### config.mk
export PLATFORM = sky130hd
export DESIGN_NAME = dma_bus_arbiter
export DESIGN_NICKNAME = d
export VERILOG_FILES = /design/src/rtl/dma_bus_arbiter.sv
export SDC_FILE = /design/constraint.sdc
export NUM_CORES = 1
export LEC_CHECK = 0
export ABC_AREA = 1
export CORE_AREA = 2 2 105 107
export DETAILED_ROUTE_END_ITERATION = 10
export DIE_AREA = 0 0 107 109
export PLACE_DENSITY = 0.69
export SLEW_MARGIN = 30
export SYNTH_ARGS = -nofsm -noshare
export SYNTH_HDL_FRONTEND = slang
export SYNTH_SLANG_ARGS = --single-unit
### constraint.sdc
create_clock -name CLK -period 5.6 [get_ports CLK]
set_clock_uncertainty 0.1 [all_clocks]
set_input_delay 0.84 -clock CLK [delete_from_list [all_inputs] [get_ports CLK]]
set_output_delay 0.84 -clock CLK [all_outputs]
set_load 0.1 [all_outputs]
### src/rtl/dma_bus_arbiter.sv
// DMA sequencer and CPU/DMA memory-port arbiter with a one-deep request queue.
// Optional grant watchdog is built when ARB_WATCHDOG_EN is defined.
module dma_bus_arbiter #(
    parameter int WORD_SIZE = 16,
    parameter int LENGTH    = 12,
    parameter int WDT_LIMIT = 64
) (
    input  logic                   CLK,
    input  logic                   RESET,
    input  logic                   dma_req,
    input  logic                   cpu_mem_busy,
    input  logic                   cpu_read,
    input  logic                   cpu_write,
    input  logic [WORD_SIZE-1:0]   cpu_addr,
    input  logic [4*WORD_SIZE-1:0] cpu_wdata,
    input  logic                   BR,
    input  logic                   dma_write,
    input  logic [WORD_SIZE-1:0]   dma_addr,
    input  logic [4*WORD_SIZE-1:0] dma_wdata,
    output logic                   cmd,
    output logic                   BG,
    output logic                   mem_read,
    output logic                   mem_write,
    output logic [WORD_SIZE-1:0]   mem_addr,
    output logic [4*WORD_SIZE-1:0] mem_wdata,
    output logic                   cpu_stall,
    output logic                   dma_done,
    output logic                   busy,
    output logic [WORD_SIZE-1:0]   xfer_count,
    output logic                   len_err,
    output logic                   wdt_err
);

    typedef enum logic [2:0] {IDLE, CMD, WAIT, GRANT, DONE} state_t;

    localparam logic [WORD_SIZE-1:0] LEN_W = WORD_SIZE'(LENGTH);

    state_t                 state_reg, state_next;
    logic                   pending_reg, pending_next;
    logic [WORD_SIZE-1:0]   xfer_reg, xfer_next;
    logic                   len_err_reg, len_err_next;
    logic                   wdt_err_reg, wdt_err_next;
    logic                   br_prev_reg;
    logic                   cmd_reg, bg_reg, done_reg;
    logic                   wdt_expired;

`ifdef ARB_WATCHDOG_EN
    localparam int CW = $clog2(WDT_LIMIT + 1);
    logic [CW-1:0] wdt_cnt_reg;

    // Counts grant cycles; restarts from zero on every entry into GRANT.
    always_ff @(posedge CLK) begin
        if (RESET || state_reg != GRANT)
            wdt_cnt_reg <= '0;
        else
            wdt_cnt_reg <= wdt_cnt_reg + CW'(1);
    end

    assign wdt_expired = (state_reg == GRANT) && (wdt_cnt_reg == CW'(WDT_LIMIT - 1));
`else
    assign wdt_expired = 1'b0;
`endif

    always_comb begin
        state_next   = state_reg;
        pending_next = pending_reg;
        xfer_next    = xfer_reg;
        len_err_next = len_err_reg;
        wdt_err_next = wdt_err_reg;

        if (state_reg != IDLE && dma_req)
            pending_next = 1'b1;

        case (state_reg)
            IDLE: begin
                if (dma_req || pending_reg) begin
                    state_next   = CMD;
                    pending_next = 1'b0;
                    xfer_next    = '0;
                    len_err_next = 1'b0;
                    wdt_err_next = 1'b0;
                end
            end
            CMD: state_next = WAIT;
            WAIT: begin
                if (BR && !cpu_mem_busy) begin
                    state_next = GRANT;
                end else if (!BR && br_prev_reg) begin
                    // Engine withdrew its request before being granted.
                    state_next   = DONE;
                    len_err_next = 1'b1;
                end
            end
            GRANT: begin
                if (dma_write && xfer_reg != '1)
                    xfer_next = xfer_reg + WORD_SIZE'(1);
                if (!BR) begin
                    state_next   = DONE;
                    len_err_next = (xfer_next != LEN_W);
                end else if (wdt_expired) begin
                    state_next   = DONE;
                    wdt_err_next = 1'b1;
                    len_err_next = (xfer_next != LEN_W);
                end
            end
            DONE: state_next = IDLE;
            default: state_next = IDLE;
        endcase
    end

    always_ff @(posedge CLK) begin
        if (RESET) begin
            state_reg   <= IDLE;
            pending_reg <= 1'b0;
            xfer_reg    <= '0;
            len_err_reg <= 1'b0;
            wdt_err_reg <= 1'b0;
            br_prev_reg <= 1'b0;
            cmd_reg     <= 1'b0;
            bg_reg      <= 1'b0;
            done_reg    <= 1'b0;
        end else begin
            state_reg   <= state_next;
            pending_reg <= pending_next;
            xfer_reg    <= xfer_next;
            len_err_reg <= len_err_next;
            wdt_err_reg <= wdt_err_next;
            br_prev_reg <= BR;
            cmd_reg     <= (state_next == CMD);
            bg_reg      <= (state_next == GRANT);
            done_reg    <= (state_next == DONE);
        end
    end

    assign cmd        = cmd_reg;
    assign BG         = bg_reg;
    assign dma_done   = done_reg;
    assign busy       = (state_reg != IDLE);
    assign xfer_count = xfer_reg;
    assign len_err    = len_err_reg;
`ifdef ARB_WATCHDOG_EN
    assign wdt_err    = wdt_err_reg;
`else
    assign wdt_err    = 1'b0;
`endif

    // Memory port follows the registered grant with no extra latency.
    assign mem_addr  = bg_reg ? dma_addr  : cpu_addr;
    assign mem_wdata = bg_reg ? dma_wdata : cpu_wdata;
    assign mem_write = bg_reg ? dma_write : cpu_write;
    assign mem_read  = bg_reg ? 1'b0      : cpu_read;
    assign cpu_stall = bg_reg & (cpu_read | cpu_write);

endmodule

# Word-level counts from Yosys, hierarchy flattened
# Cells that the tools add are included.
# word_totals
reg_bits	25
in_bits	168
output_inout_bits	105
elab_cells	57
# classes
addsub	1
n_eq_ne	12
n_mux	21
bitwise	2
reduce_logical	13
# op_table
cell	count
16-bit 2-to-1 mux	4
64-bit 2-to-1 mux	1
16-bit one-hot mux with 2 select lines	1
16-bit by 1-bit adder with 16-bit output (second input constant)	1
16-bit != test (second input constant)	1
16-bit by 4-bit != test with 1-bit output (second input constant)	1
3-bit 2-to-1 mux	4
3-bit one-hot mux with 4 select lines	1
3-bit by 2-bit equality test with 1-bit output (second input constant)	3
1-bit 2-to-1 mux	9
2-bit != test (second input constant)	4
3-bit by 1-bit equality test with 1-bit output (second input constant)	2
3-bit nonzero test	2
5-bit AND reduction	1
1-bit logical AND	4
3-bit equality test (second input constant)	1
3-bit logical NOT	1
1-bit one-hot mux with 3 select lines	1
1-bit logical NOT	2
2-bit AND reduction	1
2-bit nonzero test	1
1-bit bitwise AND	1
1-bit logical OR	1
1-bit OR	1

# Depth between registers and ports, before layout
# Gate-level depths: netlist (run 1).
# depth
ltp_word	7
mapped_depth	15
mapped_depth_nobuf	15

# Least setup slack after synthesis (run 1)
# No wires, ideal clock.
# synth_path
path_type	register -> output
start	register bg_reg, in the netlist BG
end	output mem_write
t_arrival_ns	3.102
t_required_ns	4.660
path_slack_ns	1.558
stages_incl_launch_ff	3
path_buffers	1
path_cell_list	dfxtp_1 -> clkbuf_1 -> o21ai_0
# synth_between
elab_chain_len	1
# synth_lines
item	line	rtl
start, declared	44	logic cmd_reg, bg_reg, done_reg;
start signal, assigned	130	bg_reg <= (state_next == GRANT);
1-bit 2-to-1 mux	150	assign mem_write = bg_reg ? dma_write : cpu_write;
end, declared	23	output logic mem_write,
# Every way passes these cells.

# Final worst setup path (run 1)
# layout_path
start	register bg_reg, in the netlist BG
end	output mem_wdata[37]
# layout_between
elab_chain_len	1
# layout_lines
item	line	rtl
64-bit 2-to-1 mux	149	assign mem_wdata = bg_reg ? dma_wdata : cpu_wdata;
end, declared	25	output logic [4*WORD_SIZE-1:0] mem_wdata,
# Every way passes these cells.

==> impl_metrics.tcl, run 1 <==
set metrics [dict create \
    status "completed" \
    hold_violations 0 \
    rsz0062_at_grt "false" \
    yosys-top-cells-count "nand2_1, nand3_1, dfxtp_1, inv_1, nor2_1" \
    clk_pin_slew_ns 0.09 \
    synthSimpleGateAreaFrac 0.652 \
    regToRegSetupSlack_ns 3.28 \
    synthesis.nets 694 \
    synth.area.top_cells "nand2_1, dfxtp_1, nand3_1, a21oi_1, inv_1" \
    cts_root_buffer "clkbuf_8" \
    fp.dieW_um 107 \
    synthesis.area_mm2 0.00260 \
    arrival_ns 3.09 \
    wl_mm 15.3 \
    fin_setup_tns_ns 0 \
    place.gp.congestion 0.916 \
    cp.required_ns 4.66 \
    reg2reg_to "len_err" \
    post-cts-setup-buffers 0 \
    worst_setup_path_end_kind "primary output" \
    clk_path_buf_depth 2 \
    startpoint "BG" \
    min_period_ns 4.03 \
    crit_chain "inv_2 > buf_4 > nand2_1 > nand2_1 > clkdlybuf4s50_1" \
    vias 4122 \
    worstHoldPathCells 2 \
    seqPwrFrac 0.193 \
    p_per_area_mw_per_mm2 187 \
    start_util 0.245 \
    crit_buf_inv 3 \
    reg2regPathDepth 14 \
    drive_above_1_share 0.0721 \
    crit_top_cell "nand2_1" \
    grt_max_degree 85 \
    fillers 1083 \
    grt.overflow.total 0 \
    leakage_uw 0.00241 \
    fin_nets 947 \
    worstMarginPinSlew_ns 1.03 \
    worstHoldStart "len_err" \
    netlist.area_leader.share 0.481 \
    synth-xor-area-share 0.0101 \
    synthCells 525 \
    path_class "flop to primary output" \
    period_share 0.719 \
    die_h_um 109 \
    area_delta_synth_final_pct 104 \
    start_kind "flop" \
    async_reset_ff_frac 0 \
    fmax_ghz 0.248 \
    relSlewSlack 0.311 \
    dr.pass1.iters 7 \
    clkLatencyLatePin_ns 0.28 \
    p_total_uw 994 \
    endpoint "mem_wdata[37]" \
    port_buffers 271 \
    io_pins 273 \
    grt_pass1_vias 3756 \
    antennaDiodeCount 0 \
    drc 0 \
    peakVddDrop_uv 161 \
    cts_tree "built" \
    grt_pass1_wl_mm 21.5 \
    critPathMaxFanout 52 \
    drv_slew 0 \
    cts_resized 0 \
    ant_nets 0 \
    ctsHtreeMaxLevel 1 \
    synth_edf_count 0 \
    setup_viol 0 \
    ys.warnings.count 0 \
    fp.coreArea_mm2 0.0106 \
    grt_use_met1 0.336 \
    pwr-share-clk 0.115 \
    synth_area_per_cell_um2 4.95 \
    swShare 0.567 \
    yosysUniqueCellTypes 30 \
    globalRouteMet2Util 0.336 \
    p_sw_uw 564 \
    ys_ff_latch 25 \
    dieArea_mm2 0.0117 \
    synth_most_common_cell "nand2_1" \
    synth_mux_area_frac 0 \
    synth_largest_area_cell "nand2_1" \
    critical-path-max-stage-delay_ns 1.18 \
    p_int_uw 431 \
    synth_top_family_by_area "simple AND/OR/NAND/NOR gates" \
    critical_path.top_delay_family "buffers and inverters" \
    cts_buffers 3 \
    synth_compound_gate_area_share 0.0534 \
    viasPerCell 4.50 \
    synth-seq-area-share 0.193 \
    grt_usage 0.245 \
    yosys.area_share.adder 0.00481 \
    holdCritPathClass "flop to flop" \
    cp.depth 5 \
    ys.flop_type "dfxtp_1" \
    largest_register_ffs 16 \
    grt.met3_usage 0.142 \
    post-dp-hpwl_mm 12.5 \
    timing.rr.start "xfer_count[0]" \
    busiest_layer "met2" \
    drt_iter0_drc 350 \
    numClockSinks 25 \
    fp-row-count 38 \
    max_cap_viol_count 0 \
    antenna_found_initial 0 \
    pwr-share-comb 0.692 \
    wire_per_inst_um 16.7 \
    cts_hold_buffers 0 \
    cp_slowest_cell "clkdlybuf4s50_1" \
]
==> routing by layer <==
layer  up-vias  part of all wire
met1      1778              0.44
met2       226              0.40
li1       2104                 -
met5         -                 0
met3        14              0.15
met4         0             0.012
==> logic make-up after synthesis <==
kind of cell               count (synthesis)
AOI/OAI and AO/OA                         27
DFF                                       25
adders and majority gates                  1
xor gates and xnor gates                   3
other                                      1
buffers and inverters                     55
and+or+nand+nor                          413
==> power by group through the flow <==
stage	Sequential (µW)	Combinational, µW	Clock, µW
after CTS	191	690	115
after global placement	195	697	0
after detailed placement	195	686	0
after floorplan	219	431	0
final	192	688	115
after global routing	192	716	124
==> worst min-delay path by stage <==
stage | endpoint | slack, ns
final | len_err | 0.41
after global routing | len_err | 0.42
after CTS | len_err | 0.40
after detailed placement | len_err | 0.38
after global placement | len_err | 0.39
after floorplan | pending_reg | 0.38
==> tightest hold or removal path, stage by stage, from the launching register on <==
cell and delay [ns]:
dfxtp_1 0.34, nand2_1 0.08, a21oi_2 0.05
==> cells in the final DEF, fill, tap and decap left out, types with 2 or more instances in the layout <==
| cell type | instances |
|---|---|
| nand3b_1 | 4 |
| dfxtp_1 | 24 |
| nand2_2 | 6 |
| buf_4 | 2 |
| inv_2 | 4 |
| o21ai_0 | 7 |
| clkbuf_8 | 3 |
| a21oi_1 | 19 |
| nand2_1 | 333 |
| buf_2 | 26 |
| inv_1 | 24 |
| nor2_4 | 3 |
| nor3_1 | 5 |
| nor2_1 | 23 |
| nor2_2 | 4 |
| clkinv_2 | 2 |
| clkdlybuf4s50_1 | 245 |
| nand4_1 | 4 |
| nand3_1 | 27 |
| xnor2_1 | 2 |
==> layout make-up <==
class	count	area (µm²)	share of cell area
clock buffers	3	41.3	0.00777
clock inverters	1	5.00	0.000942
inverters	30	114	0.0214
flip-flops and latches	25	502	0.0944
multi-input cells	445	1880	0.354
well taps	140	175	0.0330
repair buffers	273	2600	0.489
==> metrics by stage <==
step / hold WS, ns / std cells / util / setup slack [ns] / cell area [µm²]
after detailed placement: 0.383 / 913 / 0.499 / 1.66 / 5290
after global routing: 0.417 / 917 / 0.501 / 1.43 / 5310
final: 0.406 / 917 / 0.501 / 1.57 / 5310
after floorplan: 0.384 / 525 / - / 1.56 / 2600
after global placement: 0.387 / 913 / 0.509 / 1.66 / 5390
after CTS: 0.402 / 917 / 0.503 / 1.56 / 5340
No activity file was read; power rests on OpenSTA's default activity.
==> run 2: changes to the inputs <==
--- a/config.mk
+++ b/config.mk
@@ -6,10 +6,10 @@
 export NUM_CORES = 1
 export LEC_CHECK = 0
 export ABC_AREA = 1
-export CORE_AREA = 2 2 105 107
+export CORE_AREA = 2 2 106 108
 export DETAILED_ROUTE_END_ITERATION = 10
-export DIE_AREA = 0 0 107 109
-export PLACE_DENSITY = 0.69
+export DIE_AREA = 0 0 108 110
+export PLACE_DENSITY = 0.71
 export SLEW_MARGIN = 30
 export SYNTH_ARGS = -nofsm -noshare
 export SYNTH_HDL_FRONTEND = slang
==> constraint.sdc (replaced) <==
create_clock -name CLK -period 3.65 [get_ports CLK]
set_clock_uncertainty 0.1 [all_clocks]
set_input_delay 0.5475 -clock CLK [delete_from_list [all_inputs] [get_ports CLK]]
set_output_delay 0.5475 -clock CLK [all_outputs]
set_load 0.1 [all_outputs]
==> impl_metrics.tcl, run 2 (synthesis results as in run 1) <==
set metrics [dict create \
    place.gp.congestion 0.931 \
    post-dp-hpwl_mm 12.9 \
    final_util 0.491 \
    period_share 0.726 \
    finalWorstSetupSlack_ns 1.00 \
    cts_root_buffer "clkbuf_8" \
    fillers 1064 \
    drt_iter0_drc 375 \
    arrival_ns 2.00 \
    fp.coreArea_mm2 0.0107 \
    crit_chain "clkdlybuf4s50_1" \
    reg2regPathDepth 14 \
    timing.rr.start "xfer_count[0]" \
    start_kind "flop" \
    drive_above_1_share 0.150 \
    dr.pass1.iters 5 \
    drv_slew 0 \
    status "completed" \
    worstMarginPinSlew_ns 0.985 \
    p_sw_uw 862 \
    final_cell_mix "nand2_1, clkdlybuf4s50_1, buf_4, nand3_1" \
    hold_end "len_err" \
    seqPwrFrac 0.194 \
    cp_slowest_cell "clkdlybuf4s50_1" \
    leakage_uw 0.00249 \
    grt_pass1_vias 3578 \
    grt.overflow.total 0 \
    fin_setup_tns_ns 0 \
    antenna_found_initial 0 \
    fp.dieW_um 108 \
    fin_nets 950 \
    area_delta_synth_final_pct 102 \
    start_util 0.243 \
    setup_viol 0 \
    cts_buffers 3 \
    post-cts-setup-buffers 0 \
    clk_pin_slew_ns 0.09 \
    min_period_ns 2.65 \
    fmax_ghz 0.377 \
    crit_buf_inv 1 \
    critical_path.top_delay_family "buffers and inverters" \
    io_pins 273 \
    rsz0062_at_grt "false" \
    swShare 0.567 \
    ant_nets 0 \
    hold_violations 0 \
    wl_mm 15.5 \
    regToRegSetupSlack_ns 1.42 \
    pwr-share-comb 0.693 \
    p_per_area_mw_per_mm2 289 \
    grt_pass1_wl_mm 20.8 \
    numClockSinks 25 \
    p_int_uw 659 \
    vias 4145 \
    worst_setup_path_end_kind "primary output" \
    critical-path-max-stage-delay_ns 1.20 \
    cp.required_ns 3.00 \
    max_cap_viol_count 0 \
    clkLatencyLatePin_ns 0.27 \
    ctsHtreeMaxLevel 1 \
    peakVddDrop_uv 303 \
    worstHoldStart "len_err" \
    holdWs_ns 0.417 \
    final_common_cell "nand2_1" \
    relSlewSlack 0.341 \
    antennaDiodeCount 0 \
    pwr-share-clk 0.114 \
    dieArea_mm2 0.0119 \
    fp-row-count 38 \
    die_h_um 110 \
    largest_register_ffs 16 \
    critPathMaxFanout 9 \
    cts_resized 0 \
    wire_per_inst_um 16.9 \
    cts_hold_buffers 0 \
    holdCritPathClass "flop to flop" \
    grt_max_degree 85 \
    worstHoldPathCells 2 \
    dp_slack_ns 0.981 \
    reg2reg_to "len_err" \
    viasPerCell 4.51 \
    path_class "flop to primary output" \
    cts_tree "built" \
    startpoint "xfer_count[2]" \
    clk_path_buf_depth 2 \
    cp.depth 1 \
    drc 0 \
    p_total_uw 1520 \
    grt_usage 0.236 \
    port_buffers 271 \
]
## run 2: cell count changes in the layout (fill, tap and decap cells not counted), sizes merged
cell / before / now
clkinv: 3 / 2
buf: 28 / 89
clkdlybuf4s50: 245 / 187
clkinvlp: 0 / 1
## run 2: power by group through the flow
| stage | Combinational (µW) | Clock, µW | Sequential (µW) |
|---|---|---|---|
| 6_report | 1050 | 173 | 295 |
| 5_1_grt | 1100 | 192 | 296 |
| 4_1_cts | 1050 | 177 | 294 |
| 3_5_place_dp | 1050 | 0 | 300 |
| 3_3_place_gp | 1050 | 0 | 300 |
| 2_1_floorplan | 661 | 0 | 335 |
## run 2: worst max-delay path by stage
stage	end	slack, ns
4_1_cts	xfer_count[2]	1.01
3_3_place_gp	len_err	1.03
6_report	xfer_count[2]	1.0
3_5_place_dp	len_err	0.98
2_1_floorplan	cpu_stall	0.13
5_1_grt	mem_wdata[61]	0.93
## run 2: area by class of cell
class	instances	area (µm²)	area share
timing repair buffer	276	2540	0.483
multi-input combinational	445	1880	0.357
sequential	25	502	0.0954
clock inverter	1	7.51	0.00143
inverter	30	114	0.0217
tap	140	175	0.0333
clock buffer	3	41.3	0.00785
## run 2: tightest hold or removal path: cells and delay by family, from the launching register on
family	cells	cell delay, ns
simple gates	1	0.09
flops	1	0.34
compound gates	1	0.05
## run 2: metrics by stage
stage / area (µm²) / cells
detailed placement: 5210 / 916
CTS: 5260 / 920
global route: 5260 / 920
global placement: 5210 / 916
floorplan: 2600 / 525
finish: 5260 / 920
## run 2: layer usage
metal / wire length [µm] / global-route usage / vias up
li1: - / - / 2110
met1: 6470 / 0.311 / 1795
met2: 6210 / 0.332 / 229
met3: 2780 / 0.157 / 11
met4: 80 / 0.0183 / 0
met5: 0 / 0 / -
==> run 3: changes to the inputs <==
==> constraint.sdc (replaced) <==
create_clock -name CLK -period 2.2 [get_ports CLK]
set_clock_uncertainty 0.1 [all_clocks]
set_input_delay 0.33 -clock CLK [delete_from_list [all_inputs] [get_ports CLK]]
set_output_delay 0.33 -clock CLK [all_outputs]
set_load 0.1 [all_outputs]
==> impl_metrics.tcl, run 3 (synthesis results as in run 1) <==
set metrics [dict create \
    cts_tree "built" \
    fin_nets 957 \
    drive_above_1_share 0.296 \
    grt_max_degree 60 \
    clk_pin_slew_ns 0.09 \
    start_util 0.243 \
    final_common_cell "nand2_1" \
    start_kind "flop" \
    largest_register_ffs 16 \
    antennaDiodeCount 0 \
    p_int_uw 1400 \
    max_cap_viol_count 0 \
    holdCritPathClass "flop to flop" \
    io_pins 273 \
    cts_root_buffer "clkbuf_8" \
    fin_setup_tns_ns 0 \
    cp.required_ns 1.77 \
    area_delta_synth_final_pct 152 \
    clkLatencyLatePin_ns 0.27 \
    drt-met1-wl_mm 6.64 \
    grt_pass1_vias 3957 \
    setup_viol 0 \
    port_buffers 271 \
    die_h_um 110 \
    met2WireLength_mm 7.37 \
    grt_pass1_wl_mm 23.2 \
    swShare 0.520 \
    fp.coreArea_mm2 0.0107 \
    min_period_ns 2.08 \
    top_layer "met4" \
    clk_path_buf_depth 2 \
    wl_met3_mm 2.48 \
    pwr-share-comb 0.739 \
    grt.overflow.total 0 \
    post-dp-hpwl_mm 13.9 \
    arrival_ns 1.65 \
    cts_buffers 3 \
    final_cell_mix "nand2_1, clkdlybuf4s50_1, buf_12, nand2_2, buf_4" \
    grt_usage 0.259 \
    leakage_uw 0.00298 \
    wire_per_inst_um 18.0 \
    status "completed" \
    seqPwrFrac 0.167 \
    worst_setup_path_end_kind "primary output" \
    ant_nets 0 \
    place.gp.congestion 0.946 \
    finalInstanceArea_mm2 0.00656 \
    dr.pass1.iters 4 \
    drc 0 \
    cts_hold_buffers 0 \
    drv_slew 0 \
    viasPerCell 4.60 \
    fmax_ghz 0.482 \
    dieArea_mm2 0.0119 \
    vias 4267 \
    fillers 935 \
    period_share 0.944 \
    place_area_mm2 0.00650 \
    hold_violations 0 \
    antenna_found_initial 0 \
    path_class "flop to primary output" \
    critPathMaxFanout 20 \
    wl_mm 16.7 \
    fp.dieW_um 108 \
    peakVddDrop_uv 370 \
    drt_iter0_drc 415 \
    post-cts-setup-buffers 0 \
    ctsHtreeMaxLevel 1 \
    numClockSinks 25 \
    rsz0062_at_grt "false" \
    pwr-share-clk 0.095 \
    fp-row-count 38 \
    p_per_area_mw_per_mm2 444 \
    p_sw_uw 1510 \
]
-- run 3: cell count changes in the layout (fill, tap and decap cells not counted), sizes merged --
cell,previous run,this run
buf,89,116
clkbuf,3,4
clkdlybuf4s50,187,167
clkinvlp,1,0
-- run 3: path summary, 6_finish.rpt --
check / start / to / slack [ns] / cells after the start
setup / recovery: BG / mem_wdata[32] / 0.12 / 5
hold / removal: xfer_count[15] / xfer_count[15] / 0.41 / 2
setup reg to reg: xfer_count[1] / len_err / 0.16 / 14
hold reg to reg: xfer_count[15] / xfer_count[15] / 0.41 / 2
-- run 3: critical path, cell delays in order (launching register included) --
cell and delay, ns:
dfxtp_4 0.36, inv_2 0.31, buf_4 0.29, nand2_1 0.08, nand2_2 0.13, buf_12 0.19
-- run 3: power groups by stage --
stage / combinational (µW) / sequential, µW / clock (µW)
after floorplan: 1140 / 555 / 0
after global placement: 2140 / 495 / 0
after detailed placement: 2140 / 495 / 0
after CTS: 2150 / 485 / 281
after global routing: 2230 / 489 / 308
final: 2150 / 485 / 276
-- run 3: what timing repair did --
item	4_1_cts	5_1_grt
gates resized for setup	0	4
endpoints found under the hold margin	0	0
setup endpoints to repair	0	2
-- run 3: cell type report --
class / instances / area [µm²] / area share
Clock buffer: 4 / 45.0 / 0.00686
Inverter: 30 / 114 / 0.0174
Multi-Input combinational cell: 445 / 2080 / 0.317
Sequential cell: 25 / 527 / 0.0803
Tap cell: 140 / 175 / 0.0267
Timing Repair Buffer: 283 / 3620 / 0.552
-- run 3: routing by layer --
metal | global-route usage | vias to the layer above
li1 | - | 2127
met1 | 0.339 | 1908
met2 | 0.389 | 217
met3 | 0.135 | 15
met4 | 0.0348 | 0
met5 | 0 | -
-- run 3: per-stage QoR --
stage / total power [µW] / hold WS, ns / instances / worst slack [ns] / utilization
after floorplan: 1690 / 0.299 / 525 / 0.00385 / -
after global placement: 2630 / 0.384 / 923 / 0.0829 / 0.608
after detailed placement: 2630 / 0.395 / 923 / 0.0547 / 0.608
after CTS: 2920 / 0.409 / 927 / 0.112 / 0.612
after global routing: 3020 / 0.422 / 927 / 0.00492 / 0.613
final: 2910 / 0.409 / 927 / 0.124 / 0.613
